==> src/rtl/obi_mux_sched_if.sv <==
// Bundles the requester and manager-side signals of the OBI request scheduler.
// Latency: none (wires only).
// Backpressure: carried by the req/gnt pairs; the mux never holds a grant without a request.
interface obi_mux_sched_if #(
    parameter int NumReq = 4
);
    localparam int IdxW = $clog2(NumReq);

    logic [NumReq-1:0] req_i;
    logic [NumReq-1:0] gnt_o;
    logic              mgr_req_o;
    logic              mgr_gnt_i;
    logic [IdxW-1:0]   sel_idx_o;
    logic              rsp_done_i;
    logic [IdxW-1:0]   rsp_idx_i;
    logic [5:0]        outstanding_o;
    logic              err_o;

    // Scheduler side
    modport slave (
        input  req_i, mgr_gnt_i, rsp_done_i, rsp_idx_i,
        output gnt_o, mgr_req_o, sel_idx_o, outstanding_o, err_o
    );

    // Requesters plus manager port, seen from outside the scheduler
    modport master (
        output req_i, mgr_gnt_i, rsp_done_i, rsp_idx_i,
        input  gnt_o, mgr_req_o, sel_idx_o, outstanding_o, err_o
    );
endinterface

==> src/rtl/obi_mux_sched.sv <==
// Round-robin OBI request mux with per-port and aggregate outstanding-transaction credits.
// Latency: zero-cycle grant pass-through; counters, pointer and error flag update on the next edge.
// Backpressure: a selection is held (LOCKED) until mgr_gnt_i; ports out of credit are not eligible.
module obi_mux_sched #(
    parameter int NumReq          = 4,
    parameter int MaxTransPerPort = 4,
    parameter int MaxTransTotal   = 8
) (
    input  logic          clk_i,
    input  logic          rst_i,
    obi_mux_sched_if.slave bus
);
    localparam int IdxW = $clog2(NumReq);

    localparam logic [0:0] ST_IDLE   = 1'b0;
    localparam logic [0:0] ST_LOCKED = 1'b1;

    // Reject unsupported configurations at elaboration time
    if (NumReq < 2 || NumReq > 16) begin : g_bad_numreq
        $fatal(1, "obi_mux_sched: NumReq must be in 2..16");
    end
    if (MaxTransPerPort < 1 || MaxTransPerPort > 15) begin : g_bad_perport
        $fatal(1, "obi_mux_sched: MaxTransPerPort must be in 1..15");
    end
    if (MaxTransTotal < MaxTransPerPort || MaxTransTotal > 63) begin : g_bad_total
        $fatal(1, "obi_mux_sched: MaxTransTotal must be in MaxTransPerPort..63");
    end

    logic [0:0]      state_q;
    logic [IdxW-1:0] rr_ptr_q;
    logic [IdxW-1:0] sel_q;
    logic [3:0]      cnt_q [NumReq];
    logic [5:0]      total_q;
    logic            err_q;

    logic [NumReq-1:0] elig;
    logic              pick_vld;
    logic [IdxW-1:0]   pick_idx;
    logic [IdxW-1:0]   cur_sel;
    logic              mgr_req;
    logic              hs;
    logic              abort;
    logic [NumReq-1:0] inc;
    logic [NumReq-1:0] dec;
    logic              dec_any;
    logic              bad_rsp;
    logic [NumReq-1:0] gnt;

    // Eligibility uses registered credits only, so a freed credit is usable the cycle after retirement
    always_comb begin
        for (int i = 0; i < NumReq; i++) begin
            elig[i] = bus.req_i[i] && (cnt_q[i] < 4'(MaxTransPerPort))
                      && (total_q < 6'(MaxTransTotal));
        end
    end

    // First eligible port at or after rr_ptr, wrapping; descending scan so the nearest one wins
    always_comb begin
        int p;
        pick_vld = 1'b0;
        pick_idx = '0;
        p        = 0;
        for (int k = NumReq - 1; k >= 0; k--) begin
            p = int'(rr_ptr_q) + k;
            if (p >= NumReq) p = p - NumReq;
            if (elig[p[IdxW-1:0]]) begin
                pick_vld = 1'b1;
                pick_idx = p[IdxW-1:0];
            end
        end
    end

    // Manager request, handshake and grant steering; a port that withdrew its request is never granted
    always_comb begin
        if (state_q == ST_LOCKED) begin
            cur_sel = sel_q;
            mgr_req = !rst_i && bus.req_i[sel_q];
            abort   = !rst_i && !bus.req_i[sel_q];
        end else begin
            cur_sel = pick_vld ? pick_idx : sel_q;
            mgr_req = !rst_i && pick_vld;
            abort   = 1'b0;
        end
        hs = mgr_req && bus.mgr_gnt_i;
        for (int i = 0; i < NumReq; i++) begin
            gnt[i] = hs && (cur_sel == IdxW'(i));
        end
    end

    // Per-port credit events; a retirement that matches no busy port is a protocol error
    always_comb begin
        for (int i = 0; i < NumReq; i++) begin
            inc[i] = hs && (cur_sel == IdxW'(i));
            dec[i] = bus.rsp_done_i && (bus.rsp_idx_i == IdxW'(i)) && (cnt_q[i] != 4'd0);
        end
        dec_any = |dec;
        bad_rsp = bus.rsp_done_i && !dec_any;
    end

    // FSM, round-robin pointer and held selection
    always_ff @(posedge clk_i) begin
        if (rst_i) begin
            state_q  <= ST_IDLE;
            rr_ptr_q <= '0;
            sel_q    <= '0;
        end else begin
            sel_q <= cur_sel;
            if (hs) begin
                state_q  <= ST_IDLE;
                rr_ptr_q <= (cur_sel == IdxW'(NumReq - 1)) ? '0 : cur_sel + 1'b1;
            end else if (abort) begin
                state_q <= ST_IDLE;
            end else if (mgr_req) begin
                state_q <= ST_LOCKED;
            end
        end
    end

    // Saturating outstanding counters; same-port grant and retirement cancel out
    always_ff @(posedge clk_i) begin
        if (rst_i) begin
            for (int i = 0; i < NumReq; i++) cnt_q[i] <= 4'd0;
            total_q <= 6'd0;
        end else begin
            for (int i = 0; i < NumReq; i++) begin
                if (inc[i] && !dec[i] && cnt_q[i] != 4'hF) begin
                    cnt_q[i] <= cnt_q[i] + 4'd1;
                end else if (dec[i] && !inc[i]) begin
                    cnt_q[i] <= cnt_q[i] - 4'd1;
                end
            end
            if (hs && !dec_any && total_q != 6'h3F) begin
                total_q <= total_q + 6'd1;
            end else if (dec_any && !hs) begin
                total_q <= total_q - 6'd1;
            end
        end
    end

    // One-cycle error pulse for abandoned requests and unmatched retirements
    always_ff @(posedge clk_i) begin
        if (rst_i) err_q <= 1'b0;
        else       err_q <= abort || bad_rsp;
    end

    assign bus.gnt_o         = gnt;
    assign bus.mgr_req_o     = mgr_req;
    assign bus.sel_idx_o     = cur_sel;
    assign bus.outstanding_o = total_q;
    assign bus.err_o         = err_q;
endmodule

==> src/flat_wrapper.sv <==
// flat-port wrapper written by rule: the top's interface ports become plain ports
module obi_mux_sched_flat 
#(
    parameter int NumReq          = 4,
    parameter int MaxTransPerPort = 4,
    parameter int MaxTransTotal   = 8
)
  (clk_i, rst_i, bus_req_i, bus_mgr_gnt_i, bus_rsp_done_i, bus_rsp_idx_i, bus_gnt_o, bus_mgr_req_o, bus_sel_idx_o, bus_outstanding_o, bus_err_o);
  obi_mux_sched_if #(.NumReq(NumReq)) bus_i ();
  input  logic clk_i;
  input  logic rst_i;
  input wire logic [$bits(bus_i.req_i)-1:0] bus_req_i;
  input wire logic [$bits(bus_i.mgr_gnt_i)-1:0] bus_mgr_gnt_i;
  input wire logic [$bits(bus_i.rsp_done_i)-1:0] bus_rsp_done_i;
  input wire logic [$bits(bus_i.rsp_idx_i)-1:0] bus_rsp_idx_i;
  output wire logic [$bits(bus_i.gnt_o)-1:0] bus_gnt_o;
  output wire logic [$bits(bus_i.mgr_req_o)-1:0] bus_mgr_req_o;
  output wire logic [$bits(bus_i.sel_idx_o)-1:0] bus_sel_idx_o;
  output wire logic [$bits(bus_i.outstanding_o)-1:0] bus_outstanding_o;
  output wire logic [$bits(bus_i.err_o)-1:0] bus_err_o;
  assign bus_i.req_i = bus_req_i;
  assign bus_i.mgr_gnt_i = bus_mgr_gnt_i;
  assign bus_i.rsp_done_i = bus_rsp_done_i;
  assign bus_i.rsp_idx_i = bus_rsp_idx_i;
  assign bus_gnt_o = bus_i.gnt_o;
  assign bus_mgr_req_o = bus_i.mgr_req_o;
  assign bus_sel_idx_o = bus_i.sel_idx_o;
  assign bus_outstanding_o = bus_i.outstanding_o;
  assign bus_err_o = bus_i.err_o;
  obi_mux_sched #(.NumReq(NumReq), .MaxTransPerPort(MaxTransPerPort), .MaxTransTotal(MaxTransTotal)) u_core (.clk_i(clk_i), .rst_i(rst_i), .bus(bus_i));
endmodule
==> config.mk <==
export PLATFORM = sky130hd
export DESIGN_NAME = obi_mux_sched_flat
export DESIGN_NICKNAME = d
export VERILOG_FILES = /design/src/rtl/obi_mux_sched_if.sv /design/src/rtl/obi_mux_sched.sv /design/src/flat_wrapper.sv
export SDC_FILE = /design/constraint.sdc
export NUM_CORES = 1
export LEC_CHECK = 0
export BUFFER_PORTS_ARGS = -buffer_cell sky130_fd_sc_hd__buf_2
export CELL_PAD_IN_SITES_DETAIL_PLACEMENT = 1
export CELL_PAD_IN_SITES_GLOBAL_PLACEMENT = 2
export CORE_UTILIZATION = 35
export CTS_BUF_LIST = sky130_fd_sc_hd__clkbuf_8
export DETAILED_ROUTE_END_ITERATION = 8
export GPL_TIMING_DRIVEN = 0
export PLACE_DENSITY = 0.78
export SETUP_SLACK_MARGIN = 0.5
export SYNTH_ARGS = -nofsm -noshare
export SYNTH_HDL_FRONTEND = slang
export SYNTH_SLANG_ARGS = --single-unit
export TNS_END_PERCENT = 20
==> constraint.sdc <==
create_clock -name clk_i -period 3.6 [get_ports clk_i]
set_input_delay 0.18 -clock clk_i [delete_from_list [all_inputs] [get_ports clk_i]]
set_output_delay 0.18 -clock clk_i [all_outputs]
set_load 0.01 [all_outputs]
# After elaboration in Yosys (flattened, before gate mapping)
# Memories as Yosys holds them, arrays and structs flattened.
# Index checks and enable logic that the tools add are counted.
# op_classes
n_addsub,18
n_lt_le_gt_ge,14
eq_ne,11
n_mux,67
bitwise_logic,8
reduce_logical,62
# op_table
cell,count
1-bit 2-to-1 mux,41
1-bit logical AND,40
4-bit 2-to-1 mux,8
2-bit 2-to-1 mux,11
"4-bit by 1-bit adder with 4-bit output, second input constant",4
"4-bit by 3-bit < comparator with 1-bit output, second input constant",4
"4-bit != test, second input constant",4
4-bit nonzero test,4
"4-bit by 1-bit subtractor with 4-bit output, second input constant",4
"2-bit by 3-bit < comparator with 1-bit output, second input constant",5
1-bit logical NOT,12
6-bit 2-to-1 mux,2
1-bit binary-select mux with 2-bit select,5
"3-bit greater-or-equal comparator, second input constant",3
"2-bit == test, second input constant",4
1-bit OR,8
"2-bit by 1-bit subtractor with 2-bit output, second input constant",4
"2-bit by 2-bit adder with 3-bit output, second input constant",2
"6-bit by 1-bit adder with 6-bit output, second input constant",1
"6-bit by 4-bit < comparator with 1-bit output, second input constant",1
"6-bit != test, second input constant",1
"6-bit by 1-bit subtractor with 6-bit output, second input constant",1
"2-bit by 1-bit == test with 1-bit output, second input constant",2
2-bit logical NOT,2
7 further kinds,7
# totals
regBits,12
ram_bits,16
input_bits,10
output_inout_bits,14
wordCells,186
n_memories,1
# memory_table
memory,depth,width,rd,rd_ports_with_merged_regs,wr,line,text
u_core.cnt_q,4,4,4,0,4,obi_mux_sched.sv:32,logic [3:0] cnt_q [NumReq];

# Longest topological paths before layout
# Gate-level depths: netlist (run 1).
# An unclocked memory read counts as a cell.
# logic_depth
ltp_word,21
ltp_mapped,17
mapped_depth_nobuf,17

# Worst setup path before layout (run 1)
# No wires, ideal clock.
# synth_timing
kind,reg-to-reg
startpoint,memory u_core.cnt_q[0][3]
endpoint,memory u_core.cnt_q[2][3] (netlist: u_core.cnt_q[0][11]) (data pin)
setup_time_ps,267
arrival_ps,3400
t_required_ps,3333
path_slack_ps,-67
path_stages_with_launch,18
path_buffers,0
synth_period_minus_slack_ps,3667
cell_sequence,edfxtp_1 > or3b_2 > o211ai_1 > a211oi_1 > a211o_1 > mux2_2 > inv_1 > ha_1 > o21ai_0 > nand2_1 > inv_1 > ha_1 > a21o_1 > a21oi_1 > xnor2_1 > and3_1 > mux2i_1 > nor2_1
# synth_lines
element,line
from (decl),obi_mux_sched.sv:32

==> results.json, run 1 <==
{
  "synth_top_area_share_pct": 21.4,
  "period_minus_slack_ns": 3.49,
  "slew_headroom_pct": 58.8,
  "synth_nets": 267,
  "postSynthCellCount": 237,
  "setup_violations": 0,
  "synth.distinct_cells": 64,
  "grt_max_degree": 16,
  "grt_pass1_vias": 2105,
  "grt_usage_pct": 20.5,
  "cts_tree": "yes",
  "final.setup_skew_ns": 0.00354,
  "dp_slack_ns": -0.257,
  "clkTransAtPathRegs_ns": 0.11,
  "dieArea_sq_mm": 0.00673,
  "ioPinCount": 24,
  "insertion_delay_ns": 0.28,
  "layout_setup_ws_ns": 0.112,
  "worstPathArrival_ns": 3.51,
  "vias_per_cell": 5.47,
  "grt_overflow": 0,
  "htreeDepth": 1,
  "row_count": 28,
  "leakagePower_nw": 1.31,
  "start_util_pct": 37.0,
  "synthArstFlopShare_pct": 0,
  "synth-edff-count": 16,
  "place_congestion": 0.798,
  "grt_pass1_wl_um": 10400,
  "end_kind": "flip-flop",
  "postLayoutCoreUtil_pct": 50.5,
  "drtPass1Iterations": 4,
  "placed_cell_area_sq_mm": 0.00254,
  "syn_area_per_cell_sq_um": 9.46,
  "post-place-cells": 334,
  "die-height_um": 82.0,
  "yosys_warnings": 0,
  "root_buffer": "clkbuf_8",
  "crit_required_ns": 3.62,
  "antenna_left": 0,
  "drive_above_1_share_pct": 41.1,
  "ys_ff_latch": 28,
  "routed_wl_um": 6400,
  "synth_area_leaders": "edfxtp_1 (21%), dfxtp_1 (11%), ha_1 (8.9%), a21oi_1 (3.8%), fa_1 (3.6%)",
  "die_w_um": 82.0,
  "diodes": 0,
  "cts_buffer_depth": 2,
  "finalInstanceArea_sq_mm": 0.00306,
  "seq_area_frac_synth_pct": 32.2,
  "cp_max_fo": 4,
  "hold_path_class": "input pin to flip-flop",
  "place_hpwl_um": 4590,
  "final_cells": 377,
  "synthFlopType": "edfxtp_1",
  "rsz0062_at_grt": "true",
  "critPathLaunchType": "flip-flop",
  "fin_crit_sh_pct": 96.9,
  "outcome": "completed",
  "vias": 2064,
  "core_sq_mm": 0.00606,
  "finalHoldViolCount": 0,
  "cap_violations": 0,
  "nets": 333,
  "cts_sinks": 28,
  "irDropWorstVdd_mv": 0.292,
  "yosys.area.top_type": "edfxtp_1",
  "power_density_mw_per_mm2": 599,
  "tns_ns": 0,
  "drt_iter0_markers": 52,
  "cts_buffers": 3,
  "syn_to_final_growth_pct": 36.5,
  "drc_errors": 0,
  "port_buffers": 22,
  "worst_slew_pin_slew_ns": 0.618,
  "synth_area_sq_mm": 0.00224,
  "crit_type": "flip-flop to flip-flop",
  "antenna_found_initial": 0,
  "wl_per_cell_um": 17.0,
  "slew_viol_final": 0,
  "fmax_ghz": 0.287
}
## through the flow
step	hold slack [ns]	power, mW
after floorplan	0.257	1.13
after CTS	0.0655	1.75
after global placement	0.374	1.32
final	0.0804	1.83
after detailed placement	0.377	1.34
after global routing	0.0686	1.95
## layer usage
metal	up-vias	wire length (um)	global-route usage [%]
met3	4	166	1.56
met2	32	3100	34.5
met4	0	40	6.14
li1	1012	-	-
met1	1016	3090	27.8
met5	-	0	0
## placed cells by master (no fill, tap or decap), types with 4 or more instances in the layout
cell type / synthesis / routed
buf_2: 0 / 22
a21o_1: 5 / 5
clkbuf_8: 0 / 4
and3_1: 4 / 4
inv_1: 20 / 15
nor2_1: 16 / 14
nor3_1: 6 / 6
buf_6: 2 / 4
a21oi_1: 17 / 13
o211ai_1: 8 / 8
nand2_1: 13 / 10
buf_4: 0 / 35
edfxtp_1: 16 / 16
a21oi_2: 0 / 4
nand2b_1: 5 / 5
xor2_1: 5 / 5
o21ai_0: 7 / 4
nand4_1: 8 / 8
ha_1: 16 / 10
mux2i_1: 4 / 4
ha_4: 0 / 5
fa_1: 4 / 4
nand3_1: 4 / 4
dfxtp_1: 12 / 10
## cells by family (layout without fill, tap and decap cells)
family                     count (synthesis)  count (layout)  share of synthesized area, %
AOI/OAI and AO/OA                         64              64                          20.9
xor gates and xnor gates                   9               9                          3.52
adders and majority gates                 20              20                          12.5
buffers and inverters                     26              91                          5.02
DFF                                       28              28                          32.2
muxes                                      8               8                          4.47
and+or+nand+nor                           82              82                          21.4
## repair_timing
action | CTS | global route
pin swaps | 20 | 19
hold buffers | 0 | 0
resized for setup | 16 | 17
setup buffers | 27 | 12
setup endpoints to repair | 26 | 23
## path summary, 6_finish.rpt
check	from	to	slack [ns]	cells after the start
worst max-delay path	u_core.cnt_q[0][2]	u_core.cnt_q[0][11]	0.11	19
worst min-delay path	bus_mgr_gnt_i	u_core.state_q	0.08	2
worst max register to register	u_core.cnt_q[0][2]	u_core.cnt_q[0][11]	0.11	19
worst min register to register	u_core.bus.outstanding_o[2]	u_core.bus.outstanding_o[2]	0.52	2
## state kept, by name, summed over array words and instances (netlist names)
register                  count
u_core.cnt_q                 16
u_core.rr_ptr_q               2
u_core.bus.outstanding_o      6
u_core.bus.err_o              1
u_core.state_q                1
u_core.sel_q                  2
## power breakdown
part	leakage, nW	internal [mW]	switching, mW	total (mW)
logic	1.01	0.569	0.552	1.12
registers	0.267	0.414	0.0897	0.504
clock network	0.0288	0.0982	0.108	0.207
total	1.31	1.08	0.750	1.83
## critical path: stages (launching register included)
cell	delay, ns
edfxtp_1	0.45
or3b_4	0.40
o211ai_1	0.19
a211oi_2	0.09
a211o_1	0.24
mux2_4	0.29
inv_4	0.08
buf_6	0.10
buf_12	0.09
ha_4	0.13
o21ai_4	0.06
nand2_2	0.10
inv_4	0.06
ha_4	0.20
a21o_1	0.16
a21oi_2	0.16
xnor2_2	0.09
and3_1	0.17
mux2i_1	0.12
nor2_1	0.05
## synthesized netlist by cell type, types with 2 or more instances
master	count
nor3b_1	3
o21ai_1	2
a21oi_1	17
nand2_1	13
inv_1	20
nor3_1	6
or2_2	2
ha_1	16
o21ai_2	2
nor2b_1	3
a21o_1	5
o211ai_1	8
a211oi_1	2
a31oi_1	3
edfxtp_1	16
o21ai_0	7
and3_1	4
nor2_1	16
mux2i_1	4
xnor2_1	4
buf_6	2
dfxtp_1	12
nand2b_1	5
nand3_1	4
xor2_1	5
o31ai_2	2
nand4_1	8
fa_1	4
or3_1	3
a221oi_1	2
or3b_2	3
clkbuf_1	2
## area by class of cell
type | count | area (sq um)
repair buffers | 61 | 435
multi-input cells | 183 | 1630
clock buffers | 4 | 55.1
flip-flops and latches | 28 | 723
plain buffers | 5 | 33.8
well taps | 75 | 93.8
inverters | 21 | 83.8
fillers | 706 | 3000
(Power assumes the default switching activity.)
==> run 2: changes to the inputs <==
--- a/config.mk
+++ b/config.mk
@@ -8,11 +8,11 @@
 export BUFFER_PORTS_ARGS = -buffer_cell sky130_fd_sc_hd__buf_2
 export CELL_PAD_IN_SITES_DETAIL_PLACEMENT = 1
 export CELL_PAD_IN_SITES_GLOBAL_PLACEMENT = 2
-export CORE_UTILIZATION = 35
+export CORE_UTILIZATION = 38
 export CTS_BUF_LIST = sky130_fd_sc_hd__clkbuf_8
 export DETAILED_ROUTE_END_ITERATION = 8
 export GPL_TIMING_DRIVEN = 0
-export PLACE_DENSITY = 0.78
+export PLACE_DENSITY = 0.8
 export SETUP_SLACK_MARGIN = 0.5
 export SYNTH_ARGS = -nofsm -noshare
 export SYNTH_HDL_FRONTEND = slang
==> constraint.sdc (replaced) <==
create_clock -name clk_i -period 3.3 [get_ports clk_i]
set_input_delay 0.165 -clock clk_i [delete_from_list [all_inputs] [get_ports clk_i]]
set_output_delay 0.165 -clock clk_i [all_outputs]
set_load 0.01 [all_outputs]
==> run 2 against run 1 <==
The flow now finishes with violations (setup timing). Sequential power rose by 10%. Die area fell by 7.7%. Clock power is 3% lower. Clock-buffer cell count decreased by 1. Core utilization rose by 5.1 points. Non-clock buffer count is 6 higher. Routed wire length increased by 2.9%. Critical path depth fell by 2. Maximum frequency is 0.30% lower.
==> results.json, run 2 (same netlist as run 1, synthesis figures left out) <==
{
  "timing.rr.start": "u_core.cnt_q[0][6]",
  "grt_pass1_vias": 2093,
  "largest_reg_flops": 16,
  "cts_buffer_depth": 2,
  "syn_to_final_growth_pct": 39.1,
  "crit_type": "flip-flop to flip-flop",
  "htreeDepth": 1,
  "grt_max_degree": 16,
  "start_util_pct": 40.0,
  "slew_viol_final": 0,
  "clock_power_share_pct": 10.0,
  "grt_overflow": 0,
  "port_buffers": 22,
  "grt_usage_pct": 21.9,
  "vias": 2106,
  "drive_above_1_share_pct": 43.2,
  "insertion_delay_ns": 0.28,
  "whs_ns": 0.0515,
  "core_sq_mm": 0.00561,
  "diodes": 0,
  "root_buffer": "clkbuf_8",
  "switching_share_pct": 41.6,
  "p_int_mw": 1.17,
  "rsz0062_at_grt": "true",
  "cp_max_fo": 4,
  "dp_slack_ns": -0.547,
  "drt_iter0_markers": 46,
  "cts_hold_buf": 0,
  "drc_errors": 0,
  "worst_slew_pin_slew_ns": 0.630,
  "cts_buffers": 3,
  "placed_cell_area_sq_mm": 0.00254,
  "slew_headroom_pct": 58.0,
  "cts_tree": "yes",
  "irDropWorstVdd_mv": 0.347,
  "postLayoutCoreUtil_pct": 55.6,
  "finalInstanceArea_sq_mm": 0.00312,
  "vias_per_cell": 5.54,
  "final.setup_skew_ns": 0.00815,
  "cap_violations": 0,
  "totalPowerFinal_mw": 2.01,
  "period_minus_slack_ns": 3.50,
  "crit_required_ns": 3.41,
  "antenna_found_initial": 0,
  "leakagePower_nw": 1.33,
  "dieArea_sq_mm": 0.00621,
  "place_hpwl_um": 4480,
  "layout_setup_ws_ns": -0.199,
  "finalHoldViolCount": 0,
  "end_kind": "flip-flop",
  "min-delay-start": "bus_mgr_gnt_i",
  "regMostFlops": "u_core.cnt_q",
  "drtPass1Iterations": 4,
  "antenna_left": 0,
  "critPathLaunchType": "flip-flop",
  "hold_path_class": "input pin to flip-flop",
  "die-height_um": 78.8,
  "fin_crit_sh_pct": 106,
  "violations": "setup timing",
  "power_density_mw_per_mm2": 643,
  "row_count": 27,
  "grt_pass1_wl_um": 10500,
  "clkTransAtPathRegs_ns": 0.10,
  "wl_per_cell_um": 17.3,
  "power_frac_comb_pct": 62.3,
  "nets": 339,
  "power_frac_seq_pct": 27.7,
  "routed_wl_um": 6590,
  "fillCellCount": 641,
  "layout_commonest_cell": "buf_4",
  "ioPinCount": 24,
  "place_congestion": 0.759,
  "outcome": "finished with violations",
  "fmax_ghz": 0.286,
  "p_switching_mw": 0.834,
  "crit_start": "u_core.cnt_q[0][6]",
  "cts_sinks": 28,
  "setup_violations": 3,
  "worstPathArrival_ns": 3.61,
  "die_w_um": 78.8,
  "layout_common_cells": "buf_4 (38), buf_2 (22), edfxtp_1 (16), inv_1 (15), nor2_1 (14)"
}
## run 2: changes by cell type in the layout (fill, tap and decap cells not counted), sizes merged
cell,change
inv,+1
buf,+6
clkbuf,-1
## run 2: worst paths after layout
check                                 to  slack [ns]  cells after the start
max                   u_core.cnt_q[0][3]       -0.20                     17
min                       u_core.state_q        0.05                      2
min reg2reg  u_core.bus.outstanding_o[2]        0.56                      2
max reg2reg           u_core.cnt_q[0][3]       -0.20                     17
## run 2: cell type report
type / instances / area (sq um) / area share [%]
clock buffers: 3 / 41.3 / 1.32
plain buffers: 5 / 33.8 / 1.08
multi-input cells: 183 / 1650 / 53.0
clock inverters: 1 / 3.75 / 0.120
inverters: 21 / 81.3 / 2.61
flip-flops and latches: 28 / 722 / 23.2
repair buffers: 67 / 492 / 15.8
well taps: 72 / 90.1 / 2.89
## run 2: worst max-delay path, cell delays in order, from the launching register on
cell and delay, ns:
edfxtp_1 0.48, nor3b_4 0.28, buf_4 0.17, o21ai_4 0.09, a31oi_4 0.24, nor2b_1 0.08, a31oi_2 0.21, buf_4 0.18
ha_4 0.14, o21ai_4 0.05, nand2b_1 0.11, nor2_2 0.07, ha_1 0.32, a21o_1 0.17, a21oi_2 0.14, xnor2_1 0.15
or3b_1 0.36, o31ai_1 0.07
## run 2: timing repair
item	CTS	global route
pin swaps	26	18
resized for setup	17	20
setup buffers	31	14
setup endpoints to repair	37	38
## run 2: per-layer routing
| layer | wire, um | part of all wire, % | track usage (%) |
|---|---|---|---|
| met3 | 103 | 1.6 | 1.72 |
| met2 | 3250 | 49 | 38.4 |
| met1 | 3180 | 48 | 29.1 |
| met4 | 53 | 0.80 | 5.00 |
| met5 | 0 | 0 | 0 |
## run 2: metrics by stage
stage / setup TNS (ns) / std cells
4_1_cts: -0.584 / 366
6_report: -0.506 / 380
5_1_grt: -1.19 / 380
3_5_place_dp: -2.86 / 331
3_3_place_gp: -2.52 / 331
2_1_floorplan: -0.0590 / 237
## run 2: power groups by stage
stage          clock network [mW]  registers (mW)  logic (mW)
2_1_floorplan                   0           0.552       0.678
3_3_place_gp                    0           0.558       0.880
3_5_place_dp                    0           0.562       0.897
4_1_cts                     0.207           0.549        1.15
5_1_grt                     0.217           0.569        1.35
6_report                    0.200           0.556        1.25
